File: src/rtl/wave_gen.sv
// wave_gen: periodic waveform generator (sine, triangle, sawtooth, square).
// One period is N = 2^ADDR_W phase steps. Each step is held period_sel+1
// cycles. The sine is built from a quarter-wave table using symmetry.
// Optional feature macro: WAVE_GEN_CONT_EN adds a 'cont' input. While cont
// is high the generator starts from IDLE and restarts at the end of every
// period. Without the macro each en request produces a single period.
`timescale 1ns/1ps

module wave_gen #(
  parameter int DATA_W = 9,
  parameter int ADDR_W = 8,
  parameter int SEL_W  = 8
) (
  input  logic              clk,
  input  logic              resetb,
  input  logic              en,
  input  logic [SEL_W-1:0]  period_sel,
  input  logic [1:0]        mode,
`ifdef WAVE_GEN_CONT_EN
  input  logic              cont,
`endif
  output logic [DATA_W-1:0] sin_out,
  output logic              busy,
  output logic              done
);

  localparam int N  = 32'd1 << ADDR_W;
  localparam int Q  = N / 32'd4;
  localparam int SH = DATA_W - ADDR_W;
  localparam real PI  = 3.14159265358979323846;
  localparam real AMP = real'((32'd1 << (DATA_W - 1)) - 32'd1);

  localparam logic [DATA_W-1:0] MID    = {1'b1, {(DATA_W-1){1'b0}}};
  localparam logic [ADDR_W-1:0] K_LAST = {ADDR_W{1'b1}};
  localparam logic [ADDR_W-2:0] Q_IDX  = {1'b1, {(ADDR_W-2){1'b0}}};

  typedef enum logic {
    IDLE = 1'b0,
    RUN  = 1'b1
  } state_t;

  state_t              state_q, state_d;
  logic [ADDR_W-1:0]   k_q, k_d;
  logic [SEL_W-1:0]    hold_q, hold_d;
  logic [SEL_W-1:0]    psel_q, psel_d;
  logic [1:0]          mode_q, mode_d;
  logic [DATA_W-1:0]   sin_out_q, sin_out_d;
  logic                busy_q, busy_d;
  logic                done_q, done_d;

  logic                start_s;
  logic [DATA_W-1:0]   qtab_s [0:Q];
  logic [ADDR_W-2:0]   fwd_idx_s, rev_idx_s;
  logic [DATA_W-1:0]   tab_s, sine_s, tri_s, saw_s, sq_s, sample_s;
  logic [ADDR_W:0]     tk_s, tk_inv_s;

`ifdef WAVE_GEN_CONT_EN
  assign start_s = en | cont;
`else
  assign start_s = en;
`endif

  // Quarter-wave table: entry i = round(AMP * sin(pi/2 * i/Q)), i = 0..Q.
  for (genvar gi = 0; gi <= Q; gi++) begin : g_qtab
    localparam real ANG = PI * real'(gi) / real'(2 * Q);
    localparam logic [DATA_W-1:0] QV = DATA_W'($rtoi(AMP * $sin(ANG) + 0.5));
    assign qtab_s[gi] = QV;
  end

  // Sequencing: start/latch in IDLE, hold/advance/wrap in RUN, done at period end.
  always_comb begin
    state_d = state_q;
    k_d     = k_q;
    hold_d  = hold_q;
    psel_d  = psel_q;
    mode_d  = mode_q;
    done_d  = 1'b0;
    case (state_q)
      IDLE: begin
        k_d    = '0;
        hold_d = '0;
        if (start_s) begin
          state_d = RUN;
          psel_d  = period_sel;
          mode_d  = mode;
        end else begin
          state_d = IDLE;
        end
      end
      RUN: begin
        if (hold_q != psel_q) begin
          hold_d = hold_q + SEL_W'(1'b1);
        end else begin
          hold_d = '0;
          if (k_q != K_LAST) begin
            k_d = k_q + ADDR_W'(1'b1);
          end else begin
            // End of period: either re-latch and wrap, or fall back to IDLE.
            done_d = 1'b1;
            k_d    = '0;
            if (start_s) begin
              state_d = RUN;
              psel_d  = period_sel;
              mode_d  = mode;
            end else begin
              state_d = IDLE;
            end
          end
        end
      end
      default: begin
        state_d = IDLE;
        k_d     = '0;
        hold_d  = '0;
      end
    endcase
  end

  // Sample for the phase/mode that will be current after the next edge.
  always_comb begin
    fwd_idx_s = {1'b0, k_d[ADDR_W-3:0]};
    rev_idx_s = Q_IDX - fwd_idx_s;
    // Odd quadrants run the quarter table backwards.
    if (k_d[ADDR_W-2]) begin
      tab_s = qtab_s[rev_idx_s];
    end else begin
      tab_s = qtab_s[fwd_idx_s];
    end
    // Second half of the period is the negated first half.
    if (k_d[ADDR_W-1]) begin
      sine_s = MID - tab_s;
    end else begin
      sine_s = MID + tab_s;
    end
    tk_s     = {k_d, 1'b0};
    tk_inv_s = ~tk_s;
    if (k_d[ADDR_W-1]) begin
      tri_s = DATA_W'(tk_inv_s) << SH;
      sq_s  = '0;
    end else begin
      tri_s = DATA_W'(tk_s) << SH;
      sq_s  = '1;
    end
    saw_s = DATA_W'(k_d) << SH;
    case (mode_d)
      2'd0:    sample_s = sine_s;
      2'd1:    sample_s = tri_s;
      2'd2:    sample_s = saw_s;
      2'd3:    sample_s = sq_s;
      default: sample_s = MID;
    endcase
    if (state_d == RUN) begin
      sin_out_d = sample_s;
      busy_d    = 1'b1;
    end else begin
      sin_out_d = MID;
      busy_d    = 1'b0;
    end
  end

  // State and registered outputs; reset aborts any period without a done pulse.
  always_ff @(posedge clk or posedge resetb) begin
    if (resetb) begin
      state_q   <= IDLE;
      k_q       <= '0;
      hold_q    <= '0;
      psel_q    <= '0;
      mode_q    <= 2'd0;
      sin_out_q <= MID;
      busy_q    <= 1'b0;
      done_q    <= 1'b0;
    end else begin
      state_q   <= state_d;
      k_q       <= k_d;
      hold_q    <= hold_d;
      psel_q    <= psel_d;
      mode_q    <= mode_d;
      sin_out_q <= sin_out_d;
      busy_q    <= busy_d;
      done_q    <= done_d;
    end
  end

  assign sin_out = sin_out_q;
  assign busy    = busy_q;
  assign done    = done_q;

endmodule

File: config.mk
export PLATFORM = sky130hd
export DESIGN_NAME = wave_gen
export DESIGN_NICKNAME = d
export VERILOG_FILES = /design/src/rtl/wave_gen.sv
export SDC_FILE = /design/constraint.sdc
export NUM_CORES = 1
export LEC_CHECK = 0
export ABC_AREA = 1
export ABC_CLOCK_PERIOD_IN_PS = 10000
export BUFFER_PORTS_ARGS = -buffer_cell sky130_fd_sc_hd__buf_2
export CAP_MARGIN = 10
export CORE_MARGIN = 2
export CORE_UTILIZATION = 65
export DETAILED_ROUTE_END_ITERATION = 10
export PLACE_DENSITY = 0.85
export SYNTH_ARGS = -nofsm -noshare
export SYNTH_HDL_FRONTEND = slang
export SYNTH_SLANG_ARGS = --single-unit
File: constraint.sdc
create_clock -name clk -period 10 [get_ports clk]
set_input_delay 0.5 -clock clk [delete_from_list [all_inputs] [get_ports clk]]
set_output_delay 0.5 -clock clk [all_outputs]
set_load 0.02 [all_outputs]
== Yosys cells after proc, flatten, opt, wreduce, memory -nomap -nowiden ==
Memories as Yosys holds them, arrays and structs flattened.
Cells that the tools add are included.
W data, S select, Z words.
Word-level totals
  logic and storage cells: 61
  register bits: 38
  ROM bits: 2304
  input bits: 13
  output and inout port bits: 11
  memories: 2
Memories
  (no name shown): words 128, bits a word 9, read ports 1, clocked after memory_dff 0, wr ports 0, RTL line 127  | tab_s = qtab_s[fwd_idx_s];
  (no name shown): words 128, bits a word 9, read ports 1, clocked after memory_dff 0, wr ports 0, RTL line 125  | tab_s = qtab_s[rev_idx_s];
Cells by class
  eq/ne operators: 7
  $lt $le $gt $ge: 2
  bitwise logic cells: 4
  reductions and logical operators: 2
  muxes and demuxes: 31
  add/sub/neg operators: 5
Operators by type and width (number)
  $mux W9: 9
  $mux W8: 6
  $pmux W8 S2: 3
  $pmux W9 S4: 1
  $add A8 B1 Y8 const B: 2
  $ge A8 B8 Y1 const B: 2
  $add A9 B9 Y9 const A: 1
  $sub A9 B9 Y9 const A: 1
  $ne A8 B8 Y1: 1
  $ne A8 B8 Y1 const B: 1
  $not A6 Y8: 1
  $not A7 Y8: 1
  $not A8 Y8: 1
  $mux W1: 7
  $sub A7 B6 Y7 const A: 1
  $mux W2: 3
  $eq A2 B2 Y1 const B: 2
  $ne A2 B2 Y1 const B: 2
  $pmux W2 S2: 1
  $eq A2 B1 Y1 const B: 1
  $logic_not A2 Y1: 1
  $pmux W1 S2: 1
  $reduce_and A2 Y1: 1
  $not A1 Y1: 1

== Logic depth before layout (Yosys ltp) ==
Gate-level depths: netlist of run 1.
  depth in word-level cells: 14
  depth in mapped cells: 30
  gate-level depth less buffers: 29

== Worst setup path before layout of run 1 ==
Ideal clock, no wire load.
  path type: flip-flop to flip-flop
  start point: reg k_q[0]
  end point: reg sin_out_q[6] (netlist: sin_out[6])
  slack: 6.721 ns
  period minus slack after synthesis: 3.279 ns
  data arrival time: 3.164 ns
  library setup time: 0.115 ns
  path buffers: 2
  data required time: 9.885 ns
  stages on the path, launching flop included: 28
  path through: dfrtp_1 ha_1 nand3_1 inv_1 nand2_1 nand2_1 nand3_1 nand3_4 buf_4 inv_1 ha_1 buf_1 nor2_1 inv_1 o21ai_2 o211ai_1 nand2_1 nor2_1 nand2_1 nand2_2 ha_1 nand2_1 nor2_1 nand2_1 nand3_1 nand2_1 nor2_1 nor2_1
On the way
  longest elaborated chain between the ends: 14
  elaborated cells on any way between the ends: 33
  classes of those cells: add/sub (4); eq/ne (4); mux (19); bitwise (3); reduce/logical (1); memory (2)
Ends and longest elaborated chain
  from (decl): RTL line 43  | logic [ADDR_W-1:0] k_q, k_d;
  from (signal assigned): RTL line 174  | k_q <= k_d;
  $add A8 B1 Y8 / $ne A8 B8 Y1 (equally long branches): RTL line 96, 95
  $mux W8: RTL line 95  | if (k_q != K_LAST) begin
  $mux W8: RTL line 91  | if (hold_q != psel_q) begin
  $pmux W8 S2: RTL line 78  | case (state_q)
  $sub A7 B6 Y7: RTL line 122  | rev_idx_s = Q_IDX - fwd_idx_s;
  $not A7 Y8 (implied by the code): RTL line 125
  $mem_v2 Z128 W9
  $mux W9 (implied by the code) (2 in a row): RTL line 125
  $mux W9: RTL line 124  | if (k_d[ADDR_W-2]) begin
  $add A9 B9 Y9 / $sub A9 B9 Y9 (equally long branches): RTL line 133, 131
  $mux W9: RTL line 130  | if (k_d[ADDR_W-1]) begin
  $pmux W9 S4: RTL line 145  | case (mode_d)
  $mux W9 (*): RTL line 152  | if (state_d == RUN) begin
  named net sin_out_d[6]: RTL line 47  | logic [DATA_W-1:0] sin_out_q, sin_out_d;
  to (signal assigned): RTL line 178  | sin_out_q <= sin_out_d;
  to (decl): RTL line 47
The timed path passes the listed nets; every way through them passes the cells marked *. The select of a mux whose other input is x is not followed.
A chain may end at the register's enable or synchronous reset.

== Worst setup path in the final report of run 1 ==
  start point: reg k_q[1]
  end point: reg sin_out_q[1] (netlist: sin_out[1])
Same word-level chain as after synthesis.

==> results.cfg, run 1 <==
[power_and_ir_drop]
p_clk_frac = 0.079
ir_worst_vdd_uv = 208.0
power_w = 0.001304
internal_power_w = 0.0005460
combPwrFrac = 0.748
seq_power_share = 0.173
powerDensity_nw_per_um2 = 331.6
switching_share = 0.5814
p_switching_w = 0.0007584
p_leak_nw = 2.108

[worst_setup_path]
r2r-start = k_q[1]
critPathKind = flop to flop
cp_slowest_cell = dfrtp_1
crit_path_frequent_cell = nand2_1
cp-end-kind = flop
cp.arrival_ps = 4140
critPathLaunch = k_q[1]
crit_chain = ha_1, nand3_1, inv_1, nand2_1, nand2_1, nand3_1, nand3_2, ha_1, inv_1, nand4_1, nand2_1, nand2_1, nand2_1, nand2_1, nand2_1, nand2_1, nand2_1, nand2_1, nand2_1, nand2_2, ha_1, a21oi_1, a211oi_1
critical_path.max_stage_delay_ps = 440
r2r_slack_ps = 6020
startpoint_type = flop
worstPathRequired_ps = 10160
worstPathMaxFanout = 15

[placed_design]
routabilityCongestion = 0.9544
dpl.cell_count = 654
dp_hpwl_um = 7282
port_buffers = 23
place_area_um2 = 3851

[global_route]
grt_use_total = 0.3191
grt_pass1_vias = 3543
grt_max_degree = 38
grt_pass1_wl_um = 16400
antenna_found_initial = 0
grt_overflow_total = 0

[clock_network]
numCtsBuffers = 5
cts_resized = 0
cts_buffer_depth = 2
cts_tree = built
cts-hold-fix-buffers = 0
clkSinkCount = 37
path_clk_slew_ps = 80
postCtsSetupBuffers = 0
clockRootBuffer = clkbuf_8
worstSkewPairLatency_ps = 300
h-tree-depth = 2

[route]
vias = 3937
drt_first_pass_iters = 9
drtIter0Drc = 431
wl_per_cell_um = 14.97
vias_per_cell = 5.947
drc = 0
drtAntennaViolNets = 0
routed_wl_um = 9910

[cells_and_area]
n_fill_cell = 489
diodes = 0
drive_above_1_share = 0.1559
num-nets-final = 612
fin_area_um2 = 3934
instances_no_fill = 662
syn_to_final_growth_pct = 3.421

[timing]
setup_violations = 0
fin_setup_tns_ps = 0
hold_violations = 0
finalCriticalPeriod_ps = 3981
max_freq_mhz = 251.2
skew_ps = 10.68
slew_headroom = 0.5111
period_share = 0.3981
rsz0062_at_grt = false
worst_pin_slew_ps = 733.4
holdWs_ps = 294.5
slew_viol_final = 0

[die]
die-area_um2 = 6479
start_util = 0.6824
core-area_um2 = 5574
dieWidth_um = 80.50
io_pins = 24
rows = 27
die_y_um = 80.50

[outcome]
outcome = completed

[yosys]
netlist_area_um2 = 3804
ys_seq_elements = 37
synth-edff-count = 0
synth_cells = 579
seq_area_frac_synth = 0.2438
ys.flop_type = dfrtp_1
synthArstFlopShare = 1.000
syn_nets = 602
yosysUniqueCellTypes = 44
synth_warnings = 0
synth_area_per_cell_um2 = 6.569

[job]
maxCapViolCount = 0

[hold_path]
hold_class = primary input to asynchronous set/reset pin
==> per-stage QoR <==
step,utilization,worst slack (ps)
final,0.7057,6019
after global routing,0.7057,5663
after CTS,0.7057,6136
after detailed placement,0.6909,6157
after global placement,0.6909,6302
after floorplan,-,6721
==> logic make-up (layout without fill, tap and decap cells) <==
| family | Yosys count | count (layout) | share of synthesized area |
|---|---|---|---|
| buf+inv | 86 | 97 | 0.1099 |
| mux | 7 | 7 | 0.02006 |
| simple gates | 344 | 344 | 0.4352 |
| fa+ha+maj | 10 | 10 | 0.03289 |
| compound gates | 83 | 83 | 0.1306 |
| xor+xnor | 12 | 12 | 0.02763 |
| flops | 37 | 37 | 0.2438 |
==> cell usage in the layout (no fill, tap or decap), types with 11 or more instances in the layout <==
cell type	n
nand2_2	18
buf_2	23
dfrtp_1	36
nand3_1	66
nand2_1	168
inv_1	58
o21ai_0	20
o211ai_1	11
nor2_1	48
a21oi_1	27
==> worst max-delay path, delay by kind of cell (launching register included) <==
family	cells	cell delay, ps
AOI/OAI and AO/OA	2	420
adders and majority gates	3	950
buffers and inverters	2	180
DFF	1	440
and+or+nand+nor	16	1840
==> cells in the mapped netlist (all sizes together), types with 2 or more instances <==
cell	count	area [µm²]
nor2	58	266.5
o211ai	12	103.9
nand3	75	442.9
buf	19	161.4
nor3b	3	22.52
a211oi	4	30.03
xor2	6	52.55
nor3	4	20.02
mux2i	2	20.02
nand2	191	799.5
ha	10	125.1
xnor2	6	52.55
a21oi	29	152.7
clkbuf	3	11.26
inv	63	241.5
a31oi	3	18.77
dfrtp	36	900.9
o21ai	32	167.7
nand4	12	96.34
mux2	5	56.30
==> registers in the layout, indices dropped and copies added (netlist names) <==
signal	cells
busy	1
done	1
hold_q	8
k_q	8
mode_q	2
psel_q	8
sin_out	9
==> layout make-up <==
type                    instances  area (µm²)  share of cell area
multi-input cells             456        2459              0.6250
flip-flops and latches         37       927.1              0.2357
inverters                      64       245.2             0.06234
repair buffers                 25       130.1             0.03308
well taps                      72       90.09             0.02290
clock buffers                   6       72.57             0.01845
clock inverters                 2       10.01            0.002545
==> power by group through the flow <==
stage	Combinational (W)	Sequential [W]	Clock, W
floorplan	0.000796	0.000242	0
global placement	0.000933	0.000225	0
detailed placement	0.000948	0.000228	0
CTS	0.000953	0.000225	0.000103
global route	0.00109	0.000231	0.000108
finish	0.000975	0.000226	0.000103
==> layer usage <==
| layer | vias to the layer above | GRT usage | share of wire |
|---|---|---|---|
| met5 | - | 0 | 0 |
| met4 | 0 | 0.1153 | 0.031 |
| met2 | 193 | 0.5625 | 0.47 |
| li1 | 1917 | - | - |
| met1 | 1798 | 0.4052 | 0.43 |
| met3 | 29 | 0.02697 | 0.070 |
==> path summary, 6_finish.rpt <==
| check | cells past startpoint | to |
|---|---|---|
| hold reg to reg | 1 | hold_q[0] |
| setup reg to reg | 23 | sin_out[1] |
| max in group asynchronous | 3 | sin_out[8] |
| setup / recovery | 23 | sin_out[1] |
| min in group clk | 2 | psel_q[2] |
| hold / removal | 3 | sin_out[4] |
Power figures use the tool's default switching activity.
==> run 2, diff against run 1 <==
- ABC_AREA: 1 -> 0
- ABC_CLOCK_PERIOD_IN_PS: 10000 -> 3500
- CORE_UTILIZATION: 65 -> 57
- PLACE_DENSITY: 0.85 -> 0.78
- clock period: 10 -> 3.5 ns (I/O delays scaled with it)
==> results.cfg, run 2 <==
[global_route]
grt_overflow_total = 109
grt_max_degree = 38
grt_use_total = 0.7724

[yosys]
syn_nets = 591
seq_area_frac_synth = 0.2131
yosysUniqueCellTypes = 84
synth_warnings = 0
synthArstFlopShare = 1.000
netlist_area_um2 = 4350
ys.flop_type = dfrtp_1
synth_cells = 568
yosys.cell_count.top_type = a21oi_1
synth_top_cell_area_share = 0.2071
synthTopCellsByArea = dfrtp_1 21%, a21oi_1 5.6%, xnor2_1 5.0%, nor2_1 3.8%, nand2_1 3.4%
ys_seq_elements = 37
synth-edff-count = 0
synth_area_per_cell_um2 = 7.659
synthTopCellsByCount = 49 x a21oi_1, 44 x nor2_1, 39 x nand2_1
synth_area_leader_cell = dfrtp_1

[placed_design]
routabilityCongestion = 1.103
dp_hpwl_um = 14130
place_area_um2 = 5991
port_buffers = 23

[clock_network]
clockRootBuffer = clkbuf_8
h-tree-depth = 2
numCtsBuffers = 5
cts_buffer_depth = 2
clkSinkCount = 37

[die]
die_y_um = 91.37
rows = 31
start_util = 0.5934
dieWidth_um = 91.37
io_pins = 24

[outcome]
error_line = [ERROR GRT-0232] Routing congestion too high. Check the congestion heatmap in the GUI.
outcome = aborted with a tool error
stop_stage = global routing
run 2: changes by cell type after synthesis, moves of 9 or more:
cell | before | now
o31ai_1 | 0 | 9
inv_1 | 58 | 18
a211oi_1 | 4 | 14
nand2_2 | 18 | 1
nand2_1 | 168 | 39
a21oi_1 | 27 | 49
o221ai_1 | 0 | 9
buf_2 | 6 | 15
nor3_1 | 4 | 20
nand3_1 | 66 | 26
clkbuf_1 | 3 | 25
xnor2_1 | 6 | 25
and2_1 | 0 | 9
buf_6 | 10 | 1
run 2: cells by family after synthesis:
group / count (synthesis) / share of synthesized area
AO/OA/AOI/OAI: 207 / 0.3518
XOR/XNOR: 31 / 0.06241
adder cells (fa/ha/maj): 12 / 0.03336
buffers and inverters: 70 / 0.06902
flip-flops: 37 / 0.2131
multiplexers: 18 / 0.04429
AND/OR/NAND/NOR: 193 / 0.2261
run 2: through the flow:
step                cells  setup WS [ps]
floorplan             568         -489.0
global placement      841         -373.8
detailed placement    841         -544.6
CTS                   880         -413.0
run 2: timing repair:
| item | CTS |
|---|---|
| hold buffers | 1 |
| pin swaps | 52 |
| setup buffers | 32 |
| endpoints found under the hold margin | 36 |
| gates resized for setup | 59 |
| endpoints found under the setup margin | 9 |
run 2: metal layers:
metal,track usage,overflow
met1,0.7716,0
met2,0.9735,66
met3,0.5618,0
met4,0.8043,43
met5,0.1603,0
==> run 3, diff against run 2 <==
- ABC_CLOCK_PERIOD_IN_PS: 3500 -> 4550
- CORE_UTILIZATION: 57 -> 40
- PLACE_DENSITY: 0.78 -> not set
- PLACE_DENSITY_LB_ADDON: not set -> 0.15
- clock period: 3.5 -> 4.55 ns (I/O delays scaled with it)
==> results.cfg, run 3 <==
[hold_path]
hold_class = primary input to asynchronous set/reset pin

[worst_setup_path]
cp.arrival_ps = 4480
r2r_slack_ps = 230
startpoint_type = flop
critPathKind = flop to flop
worstPathMaxFanout = 15
reg2reg_depth = 16
reg2reg_to = sin_out[6]
r2r-start = hold_q[0]
worstPathRequired_ps = 4710
cp-end-kind = flop

[yosys]
synth_top_cell_area_share = 0.2071
seq_area_frac_synth = 0.2131
yosys.cell_count.top_type = a21oi_1
synth_area_leader_cell = dfrtp_1
ys.flop_type = dfrtp_1
synthTopCellsByCount = 49 x a21oi_1, 44 x nor2_1, 39 x nand2_1
synth-edff-count = 0
synthArstFlopShare = 1.000
netlist_area_um2 = 4350
ys_seq_elements = 37
synth_area_per_cell_um2 = 7.659
syn_nets = 591
synthTopCellsByArea = dfrtp_1 21%, a21oi_1 5.6%, xnor2_1 5.0%, nor2_1 3.8%, nand2_1 3.4%
synth_warnings = 0
yosysUniqueCellTypes = 84
synth_cells = 568

[clock_network]
path_clk_slew_ps = 80
clkSinkCount = 37
worstSkewPairLatency_ps = 300
h-tree-depth = 2
clockRootBuffer = clkbuf_8
numCtsBuffers = 5
cts-hold-fix-buffers = 0
cts_tree = built
cts_buffer_depth = 2

[timing]
slew_viol_final = 0
setup_ws_ps = 227.8
slew_headroom = 0.4559
worst_pin_slew_ps = 810.3
skew_ps = 9.140
max_freq_mhz = 231.4
period_share = 0.9499
finalCriticalPeriod_ps = 4322
setup_violations = 0
hold_violations = 0
holdWs_ps = 19.48

[outcome]
outcome = completed

[global_route]
grt_pass1_vias = 4761
grt_overflow_total = 0
antenna_found_initial = 0
grt_use_total = 0.2904
grt_max_degree = 38
grt_pass1_wl_um = 26220

[cells_and_area]
most-common-layout-cells = 56 x buf_4, 48 x a21oi_1, 44 x nor2_1
num-nets-final = 633
diodes = 0
final_common_cell = buf_4
syn_to_final_growth_pct = 15.53
largest_register_ffs = 9
drive_above_1_share = 0.2177

[die]
die_y_um = 108.3
die-area_um2 = 11730
io_pins = 24
rows = 38
dieWidth_um = 108.3
start_util = 0.4049
core-area_um2 = 10750

[placed_design]
routabilityCongestion = 0.9510
dpl_worst_slack_ps = 162.8
dp_hpwl_um = 12600
port_buffers = 23

[route]
wl_per_cell_um = 22.32
drtAntennaViolNets = 0
vias = 5016
drc = 0
drtIter0Drc = 468
vias_per_cell = 6.679
routed_wl_um = 16760
drt_first_pass_iters = 7

[power_and_ir_drop]
power_w = 0.0005743
ir_worst_vdd_uv = 213.0
p_leak_nw = 2.045
powerDensity_nw_per_um2 = 114.3

[job]
maxCapViolCount = 0
run 3: per-layer routing:
| metal | GRT usage | routed length, µm |
|---|---|---|
| met5 | 0 | 0 |
| met3 | 0.04822 | 1501 |
| met4 | 0.1667 | 1019 |
| met1 | 0.3787 | 6729 |
| met2 | 0.4537 | 7510 |
run 3: logic make-up (layout without fill, tap and decap cells):
family          after synthesis  count (layout)  synth area share
compound gates              207             207            0.3518
xor+xnor                     31              31           0.06241
fa+ha+maj                    12              12           0.03336
buf+inv                      70             112           0.06902
flops                        37              37            0.2131
mux                          18              18           0.04429
simple gates                193             194            0.2261
run 3: cell type report:
type | instances | area [µm²]
Fill cell | 1101 | 5719
Tap cell | 140 | 175.2
Clock buffer | 5 | 68.82
Timing Repair Buffer | 80 | 555.5
Inverter | 24 | 93.84
Clock inverter | 3 | 21.27
Multi-Input combinational cell | 462 | 3184
Sequential cell | 37 | 927.1
run 3: worst max path at each step:
| stage | from | endpoint | slack (ps) |
|---|---|---|---|
| floorplan | hold_q[6] | sin_out[6] | 80 |
| global placement | hold_q[0] | sin_out[6] | 160 |
| detailed placement | hold_q[0] | sin_out[6] | 160 |
| CTS | hold_q[0] | sin_out[6] | 110 |
| global route | hold_q[1] | sin_out[7] | -90 |
| finish | hold_q[0] | sin_out[6] | 230 |
run 3: critical path, stage by stage (launching register included):
cell,delay (ps)
dfrtp_1,440
xnor2_1,210
nand4_1,170
buf_4,190
buf_4,170
or4_1,640
a21o_1,250
buf_4,210
a31oi_4,300
nor2_1,140
buf_4,170
o31ai_1,380
a32oi_1,260
a21oi_1,220
a41oi_1,170
xnor2_1,160
a21oi_1,80
run 3: power by group:
| part | switching (W) | total [W] | leakage [nW] | internal [W] |
|---|---|---|---|---|
| sequential | 0 | 0.000329 | 0.465 | 0.000329 |
| clock | 0.000125 | 0.000234 | 0.0445 | 0.000109 |
| combinational | 0.00000756 | 0.0000120 | 1.54 | 0.00000442 |
| total | 0.000133 | 0.000574 | 2.05 | 0.000442 |
run 3: through the flow:
stage	cells	util	cell area, µm²	TNS (ps)
3_5_place_dp	740	0.4519	4856	0
5_1_grt	751	0.4677	5026	-212.8
2_1_floorplan	568	-	4352	0
4_1_cts	748	0.4603	4946	0
3_3_place_gp	740	0.4519	4856	0
6_report	751	0.4677	5026	0
run 3: timing repair:
item,in CTS,in global routing
setup endpoints to repair,0,8
gates resized for setup,0,15
buffers inserted,0,2
